<file path="src/rtl/kernel_dispatcher_pkg.sv">
// Shared GPU definitions: dispatcher/slot state encodings and the thread-count
// width used by the device control register.
package kernel_dispatcher_pkg;

    localparam int THREAD_COUNT_W = 8;

    typedef enum logic [1:0] {
        IDLE,
        INIT,
        RUN,
        DONE
    } dispatch_state_t;

    typedef enum logic {
        FREE,
        BUSY
    } slot_state_t;

endpackage

</file>
<file path="src/rtl/kernel_dispatcher.sv">
// Splits a kernel's thread count into fixed-size blocks and hands them out,
// at most one per cycle, to the lowest-index free compute core.
//
// state | meaning
// IDLE  | waiting for start; latches thread_count and clears the counters
// INIT  | one-cycle reset pulse to every core
// RUN   | dispatching blocks and retiring completed ones
// DONE  | every block retired; held until start drops
module kernel_dispatcher
    import kernel_dispatcher_pkg::*;
#(
    parameter int NUM_CORES         = 2,
    parameter int THREADS_PER_BLOCK = 4,
    localparam int CTW              = $clog2(THREADS_PER_BLOCK) + 1
) (
    input  logic                        clk,
    input  logic                        reset,
    input  logic                        start,
    input  logic [THREAD_COUNT_W-1:0]   thread_count,
    input  logic [NUM_CORES-1:0]        core_done,
    output logic [NUM_CORES-1:0]        core_start,
    output logic [NUM_CORES-1:0]        core_reset,
    output logic [NUM_CORES*8-1:0]      core_block_id,
    output logic [NUM_CORES*CTW-1:0]    core_thread_count,
    output logic                        done
);

    localparam int          LOG2_TPB = $clog2(THREADS_PER_BLOCK);
    localparam logic [8:0]  TPB_M1   = 9'(THREADS_PER_BLOCK - 1);
    localparam logic [15:0] TPB_W    = 16'(THREADS_PER_BLOCK);

    dispatch_state_t             state_q, state_d;
    logic [THREAD_COUNT_W-1:0]   tc_q, tc_d;
    logic [7:0]                  dispatched_q, dispatched_d;
    logic [7:0]                  retired_q, retired_d;
    logic                        done_q, done_d;

    logic [7:0]                  total_blocks;
    logic [15:0]                 remaining;
    logic [CTW-1:0]              block_threads;
    logic                        launch;
    logic                        dispatch_ok;
    logic [NUM_CORES-1:0]        eligible;
    logic [NUM_CORES-1:0]        retire;
    logic [NUM_CORES-1:0]        grant;
    logic [7:0]                  n_retire;
    logic [7:0]                  retired_next;

    function automatic logic [NUM_CORES-1:0] pick_lowest(input logic [NUM_CORES-1:0] req);
        logic [NUM_CORES-1:0] gnt;
        logic                 found;
        gnt   = '0;
        found = 1'b0;
        for (int k = 0; k < NUM_CORES; k++) begin
            if (req[k] && !found) begin
                gnt[k] = 1'b1;
                found  = 1'b1;
            end
        end
        return gnt;
    endfunction

    function automatic logic [7:0] count_ones(input logic [NUM_CORES-1:0] v);
        logic [7:0] n;
        n = '0;
        for (int k = 0; k < NUM_CORES; k++) begin
            n = n + 8'(v[k]);
        end
        return n;
    endfunction

    // Block size arithmetic; the last block may be partial.
    always_comb begin
        total_blocks  = 8'(({1'b0, tc_q} + TPB_M1) >> LOG2_TPB);
        remaining     = 16'(tc_q) - (16'(dispatched_q) << LOG2_TPB);
        block_threads = (remaining >= TPB_W) ? CTW'(THREADS_PER_BLOCK) : CTW'(remaining);
        launch        = (state_q == IDLE) && start;
        dispatch_ok   = (state_q == RUN) && (dispatched_q < total_blocks) && (|eligible);
        grant         = dispatch_ok ? pick_lowest(eligible) : '0;
        n_retire      = count_ones(retire);
        retired_next  = retired_q + n_retire;
    end

    always_comb begin
        state_d      = state_q;
        tc_d         = tc_q;
        dispatched_d = dispatched_q;
        retired_d    = retired_q;
        done_d       = done_q;
        case (state_q)
            IDLE: begin
                if (start) begin
                    tc_d         = thread_count;
                    dispatched_d = '0;
                    retired_d    = '0;
                    state_d      = INIT;
                end
            end
            INIT: begin
                if (total_blocks == 8'd0) begin
                    state_d = DONE;
                    done_d  = 1'b1;
                end else begin
                    state_d = RUN;
                end
            end
            RUN: begin
                if (dispatch_ok) begin
                    dispatched_d = dispatched_q + 8'd1;
                end
                retired_d = retired_next;
                if (retired_next == total_blocks) begin
                    state_d = DONE;
                    done_d  = 1'b1;
                end
            end
            DONE: begin
                if (!start) begin
                    state_d = IDLE;
                    done_d  = 1'b0;
                end
            end
            default: state_d = IDLE;
        endcase
    end

    always_ff @(posedge clk or negedge reset) begin
        if (!reset) begin
            state_q      <= IDLE;
            tc_q         <= '0;
            dispatched_q <= '0;
            retired_q    <= '0;
            done_q       <= 1'b0;
        end else begin
            state_q      <= state_d;
            tc_q         <= tc_d;
            dispatched_q <= dispatched_d;
            retired_q    <= retired_d;
            done_q       <= done_d;
        end
    end

    assign done = done_q;

    for (genvar i = 0; i < NUM_CORES; i++) begin : g_slot
        slot_state_t    slot_q, slot_d;
        logic           core_reset_q, core_reset_d;
        logic [7:0]     block_id_q, block_id_d;
        logic [CTW-1:0] thr_cnt_q, thr_cnt_d;

        // A core still in its reset pulse cannot take a block this cycle.
        assign eligible[i] = (slot_q == FREE) && !core_reset_q;
        assign retire[i]   = (state_q == RUN) && (slot_q == BUSY) && core_done[i];

        always_comb begin
            slot_d       = slot_q;
            core_reset_d = 1'b0;
            block_id_d   = block_id_q;
            thr_cnt_d    = thr_cnt_q;
            if (launch) begin
                core_reset_d = 1'b1;
            end
            if (retire[i]) begin
                slot_d       = FREE;
                core_reset_d = 1'b1;
            end else if (grant[i]) begin
                slot_d     = BUSY;
                block_id_d = dispatched_q;
                thr_cnt_d  = block_threads;
            end
        end

        always_ff @(posedge clk or negedge reset) begin
            if (!reset) begin
                slot_q       <= FREE;
                core_reset_q <= 1'b0;
                block_id_q   <= '0;
                thr_cnt_q    <= '0;
            end else begin
                slot_q       <= slot_d;
                core_reset_q <= core_reset_d;
                block_id_q   <= block_id_d;
                thr_cnt_q    <= thr_cnt_d;
            end
        end

        assign core_start[i]                   = (slot_q == BUSY);
        assign core_reset[i]                   = core_reset_q;
        assign core_block_id[i*8 +: 8]         = block_id_q;
        assign core_thread_count[i*CTW +: CTW] = thr_cnt_q;
    end

endmodule

</file>
<file path="config.mk">
export PLATFORM = sky130hd
export DESIGN_NAME = kernel_dispatcher
export DESIGN_NICKNAME = d
export VERILOG_FILES = /design/src/rtl/kernel_dispatcher_pkg.sv /design/src/rtl/kernel_dispatcher.sv
export SDC_FILE = /design/constraint.sdc
export NUM_CORES = 1
export LEC_CHECK = 0
export CORE_ASPECT_RATIO = 0.5
export CORE_MARGIN = 10
export CORE_UTILIZATION = 45
export CTS_CLUSTER_SIZE = 8
export DETAILED_ROUTE_END_ITERATION = 10
export PLACE_DENSITY = 0.67
export SYNTH_ARGS = -nofsm -noshare
export SYNTH_HDL_FRONTEND = slang
export SYNTH_SLANG_ARGS = --single-unit
</file>
<file path="constraint.sdc">
create_clock -name clk -period 4.6 [get_ports clk]
set_input_delay 0.92 -clock clk [delete_from_list [all_inputs] [get_ports clk]]
set_output_delay 0.92 -clock clk [all_outputs]
set_load 0.05 [all_outputs]
</file>
# Word level (Yosys, flattened, before mapping)

Index checks and enable logic that the tools add are counted.

Input bits: 13
Word-level logic and storage cells: 84
Bits in registers: 53
Output and inout port bits: 27

Equality and inequality tests: 9
Mux-type cells: 24
Order comparisons: 2
Reductions and logical operators: 27
Bitwise operators: 4
Add/subtract/negate cells: 5

Operators by type and width:

| kind                | number |
|---|---|
| $pmux 8 s2          | 2 |
| $ge 16x3->1 const B | 1 |
| $mux 8              | 2 |
| $mux 1              | 13 |
| $sub 8x10->11       | 1 |
| $logic_and 1x1->1   | 10 |
| $ne 2x2->1 const B  | 5 |
| $add 8x2->9 const B | 1 |
| $add 8x1->8 const B | 1 |
| $add 8x2->8         | 1 |
| $eq 8x7->1          | 1 |
| $logic_not 8->1     | 1 |
| $lt 8x7->1          | 1 |
| $mux 2              | 4 |
| $pmux 2 s4          | 1 |
| $reduce_and 2->1    | 4 |
| $reduce_and 3->1    | 2 |
| $reduce_bool 2->1   | 3 |
| $eq 2x2->1 const B  | 2 |
| $not 1->1           | 4 |
| $reduce_and 4->1    | 1 |
| $logic_not 1->1     | 3 |
| $mux 3              | 1 |
| $pmux 1 s3          | 1 |
| other kinds (5)     | 5 |

# Depth between registers and ports, before layout

Depth in word-level cells: 9
Depth in mapped cells: 12
Mapped depth without buffers: 11

# Worst setup path before layout

Ideal clock, no wire load.

Path kind: input port to flip-flop
From: in core_done[1]
To: reg state_q[0]
Setup time: 0.127 ns
Stages on the path: 9
Required time: 4.473 ns
Data arrival time: 3.245 ns
Buffers on the path: 0
Path slack: 1.227 ns
Cell sequence: and3_1 > fa_1 > nand3_1 > xnor3_1 > or3_1 > a22o_1 > o41ai_4 > nand2_2 > mux2_1

Word-level cells in the longest chain between the ends: 6

RTL lines:

| element                           | line                     | RTL |
|---|---|---|
| start, declared                   | kernel_dispatcher.sv:20  | `input logic [NUM_CORES-1:0] core_done,` |
| $logic_and 1x1->1                 | kernel_dispatcher.sv:153 | `assign retire[i] = (state_q == RUN) && (slot_q == BUSY) && core_done[i];` |
| $add 1x1->2                       | kernel_dispatcher.sv:67  | `n = n + 8'(v[k]);` |
| $add 8x2->8                       | kernel_dispatcher.sv:81  | `retired_next = retired_q + n_retire;` |
| $eq 8x7->1                        | kernel_dispatcher.sv:112 | `if (retired_next == total_blocks) begin` |
| $ne 2x2->1 (no source line)       | n/a                      |  |
| $reduce_and 3->1 (no source line) | n/a                      |  |
| end signal, assigned              | kernel_dispatcher.sv:135 | `state_q <= state_d;` |
| end, declared                     | kernel_dispatcher.sv:32  | `dispatch_state_t state_q, state_d;` |

No other way between the ends.
A chain may end at the register's enable or synchronous reset.

# Final worst setup path

From: reg tc_q[3]
To: reg g_slot[0].block_id_q[0]

Word-level cells in the longest chain between the ends: 6

RTL lines:

| element                           | line                     | RTL |
|---|---|---|
| start, declared                   | kernel_dispatcher.sv:33  | `logic [THREAD_COUNT_W-1:0] tc_q, tc_d;` |
| start signal, assigned            | kernel_dispatcher.sv:136 | `tc_q <= tc_d;` |
| $add 8x2->9                       | kernel_dispatcher.sv:74  | `total_blocks = 8'(({1'b0, tc_q} + TPB_M1) >> LOG2_TPB);` |
| $lt 8x7->1                        | kernel_dispatcher.sv:78  | `dispatch_ok = (state_q == RUN) && (dispatched_q < total_blocks) && (\|eligible);` |
| $logic_and 1x1->1 (2 in a row)    | kernel_dispatcher.sv:78  |  |
| $mux 2                            | kernel_dispatcher.sv:79  | `grant = dispatch_ok ? pick_lowest(eligible) : '0;` |
| $reduce_and 2->1 (no source line) | n/a                      |  |
| end signal, assigned              | kernel_dispatcher.sv:182 | `block_id_q <= block_id_d;` |
| end, declared                     | kernel_dispatcher.sv:148 | `logic [7:0] block_id_q, block_id_d;` |

No other way between the ends.

==> metrics.yaml <==
outcome: "completed"
ys_seq_area_share_pct: 42.28
die_x_um: 138.1
cts_htree_levels: 2
path_delay_family: "compound AO/OA/AOI/OAI gates"
synth_mux_area_share_pct: 9.932
grt_usage_pct: 13.83
synthCells: 303
crit_path_end_kind: "flip-flop"
hold_path.class: "reg2reg"
tns_ps: 0
min_period_over_period_pct: 85.20
synth_compound_area_share_pct: 14.72
holdCritStartpoint: "g_slot[1].block_id_q[1]"
hold_ws_ps: 506.3
io_pins: 40
finalSetupViolations: 0
place_ws_ps: 575.3
criticalPathCategory: "reg2reg"
crit_chain: "o2111a_4, nand4_1, ha_1, a2111oi_0, o21ai_0, or2_2, nor3_2, buf_4, mux2_2"
syn_nets: 336
cp.buffers_inverters: 1
ir_drop_uv: 210.9
antenna_found_initial: 0
hold_viol: 0
vias: 2452
critPathMaxFanout: 9
final_common_cell: "dfrtp_1"
synth-xor-area-share_pct: 4.507
crit_start: "tc_q[3]"
synth_top_family_by_area: "simple AND/OR/NAND/NOR gates"
layout_common_cells: "dfrtp_1 (53), clkdlybuf4s50_1 (38), mux2_2 (23), nand2_1 (22), inv_1 (19)"
grt_pass1_wl_um: 12560
syn_to_final_growth_pct: 18.71
die_area_mm2: 0.01091
first_pass_iters: 4
crit_slowest_cell: "a2111oi_0"
fmax_mhz: 255.1
synth_cell_types: 54
cp.arrival_ps: 4100
reg2reg_slack_ps: 680
clockRootBuffer: "clkbuf_16"
finClkSkew_ps: 7.363
yosys.area_share.simple_pct: 14.76
cts_buffers: 5
ctsLongestPathBuffers: 2
drc: 0
drive_above_1_share_pct: 12.39
overflow: 0
ant_nets: 0
antenna_cells: 0
post_drt_wl_per_cell_um: 17.28
grt_pass1_vias: 2453
synth_area_per_cell_um2: 10.35
post_cts.repair.setup_buffers: 0
fin_util_pct: 55.36
die_height_um: 79.04
yosysWarnings: 0
slowest_delay_ps: 600
p_total_uw: 2613
ys_ff_latch: 53
synthArstFlopShare_pct: 100.0
grt_max_degree: 54
maxCapViolCount: 0
finalWirelength_um: 7448
cts_hold_buf: 0
hpwl_um: 5592
rsz0062_at_grt: "no"
fillers: 609
start_util_pct: 46.63
relSlewSlack_pct: 56.10
ctsResizeCount: 0
std_cell_rows: 21
powerDensity_mw_per_mm2: 701.6
tightest_slew_ps: 658.5
via_per_inst: 5.689
io_buffers: 39
core-area_mm2: 0.006726
insertion_delay_ps: 300
period_needed_ps: 3919
cts_tree: "built"
ys.flop_type: "dfrtp_1"
p_leak_uw: 0.001616
start_kind: "flip-flop"
path_clk_slew_ps: 70
reg2reg_from: "tc_q[3]"
cts.sinks: 53
required_ps: 4780
synth-edff-count: 0
netlist_area_mm2: 0.003137
synth_adder_area_share_pct: 8.775
setup_ws_ps: 680.6
slew_viol_final: 0
place.gp.congestion: 0.8825
drt_iter0_drc: 164
nNetsFinal: 371
-- per-stage QoR --
stage | instances | cell area, µm²
finish | 431 | 3724
global route | 431 | 3724
CTS | 431 | 3724
detailed placement | 423 | 3581
global placement | 423 | 3581
floorplan | 303 | 3137
-- worst register-to-register path, stage by stage (launching register included) --
cell       delay, ps
dfrtp_1          550
o2111a_4         310
nand4_1          210
ha_1             380
a2111oi_0        600
o21ai_0          250
or2_2            380
nor3_2           500
buf_4            280
mux2_2           340
-- power by group --
part / switching, µW / internal, µW / total [µW] / leakage, µW
clock: 175 / 204 / 378 / 0.0000712
combinational: 826 / 582 / 1410 / 0.000856
sequential: 220 / 607 / 827 / 0.000688
total: 1220 / 1390 / 2610 / 0.00162
-- layer usage --
metal	track usage [%]	up-vias	share of wire [%]
li1	-	1163	-
met1	18.03	1223	46
met4	4.289	0	0.94
met2	22.77	61	47
met5	0	-	0
met3	2.850	5	6.2
-- final cells by class --
cell class	instances	area (µm²)	area share, %
clock inverters	2	13.76	0.3696
clock buffers	6	128.9	3.461
well taps	92	115.1	3.091
flip-flops and latches	53	1326	35.62
repair buffers	43	415.4	11.16
multi-input cells	216	1653	44.39
inverters	19	71.32	1.915
-- kinds of logic after synthesis --
group                      Yosys count
and+or+nand+nor                     89
AOI/OAI and AO/OA                   65
DFF                                 53
buffers and inverters               34
muxes                               28
adders and majority gates           21
xor gates and xnor gates            13
-- synthesized netlist by cell type (2+ instances only) --
master	n	area [µm²]
mux2_1	2	22.52
or3_1	2	12.51
a31oi_1	4	25.02
or4_1	2	15.01
nand3_1	10	50.05
a21oi_1	18	90.09
nand2_1	22	82.58
nor4_1	2	12.51
a21o_1	3	22.52
mux2_2	23	259.0
nand4_1	2	12.51
o31ai_1	2	15.01
xnor2_1	6	52.55
nor3_1	10	50.05
xor2_1	5	43.79
o211ai_1	3	22.52
and3_1	6	37.54
buf_4	6	45.04
a32o_1	2	20.02
a22o_1	2	17.52
buf_2	6	30.03
nor2b_1	4	25.02
inv_1	19	71.32
o21a_1	3	22.52
xnor3_1	2	45.04
mux2i_1	3	30.03
ha_1	18	225.2
dfrtp_1	53	1326
o21ai_0	13	65.06
o2111ai_1	2	17.52
fa_1	2	40.04
nor2_1	14	52.55
nand2b_1	8	50.05
clkbuf_1	3	11.26
a221o_1	2	20.02
-- final timing paths --
| kind | end | cells past startpoint |
|---|---|---|
| max | g_slot[0].block_id_q[0] | 9 |
| max reg2reg | g_slot[0].block_id_q[0] | 9 |
| min in group asynchronous | done | 2 |
| min reg2reg | g_slot[1].block_id_q[1] | 1 |
| max in group asynchronous | g_slot[1].block_id_q[1] | 2 |
| min | g_slot[1].block_id_q[1] | 1 |
-- registers in the layout, indices dropped and copies added, names as in the netlist --
register and flops:
g_slot.block_id_q 16, retired_q 8, dispatched_q 8, done 1, g_slot.slot_q 2, tc_q 8
state_q 2, g_slot.thr_cnt_q 6, g_slot.core_reset_q 2
Power figures use the tool's default switching activity.
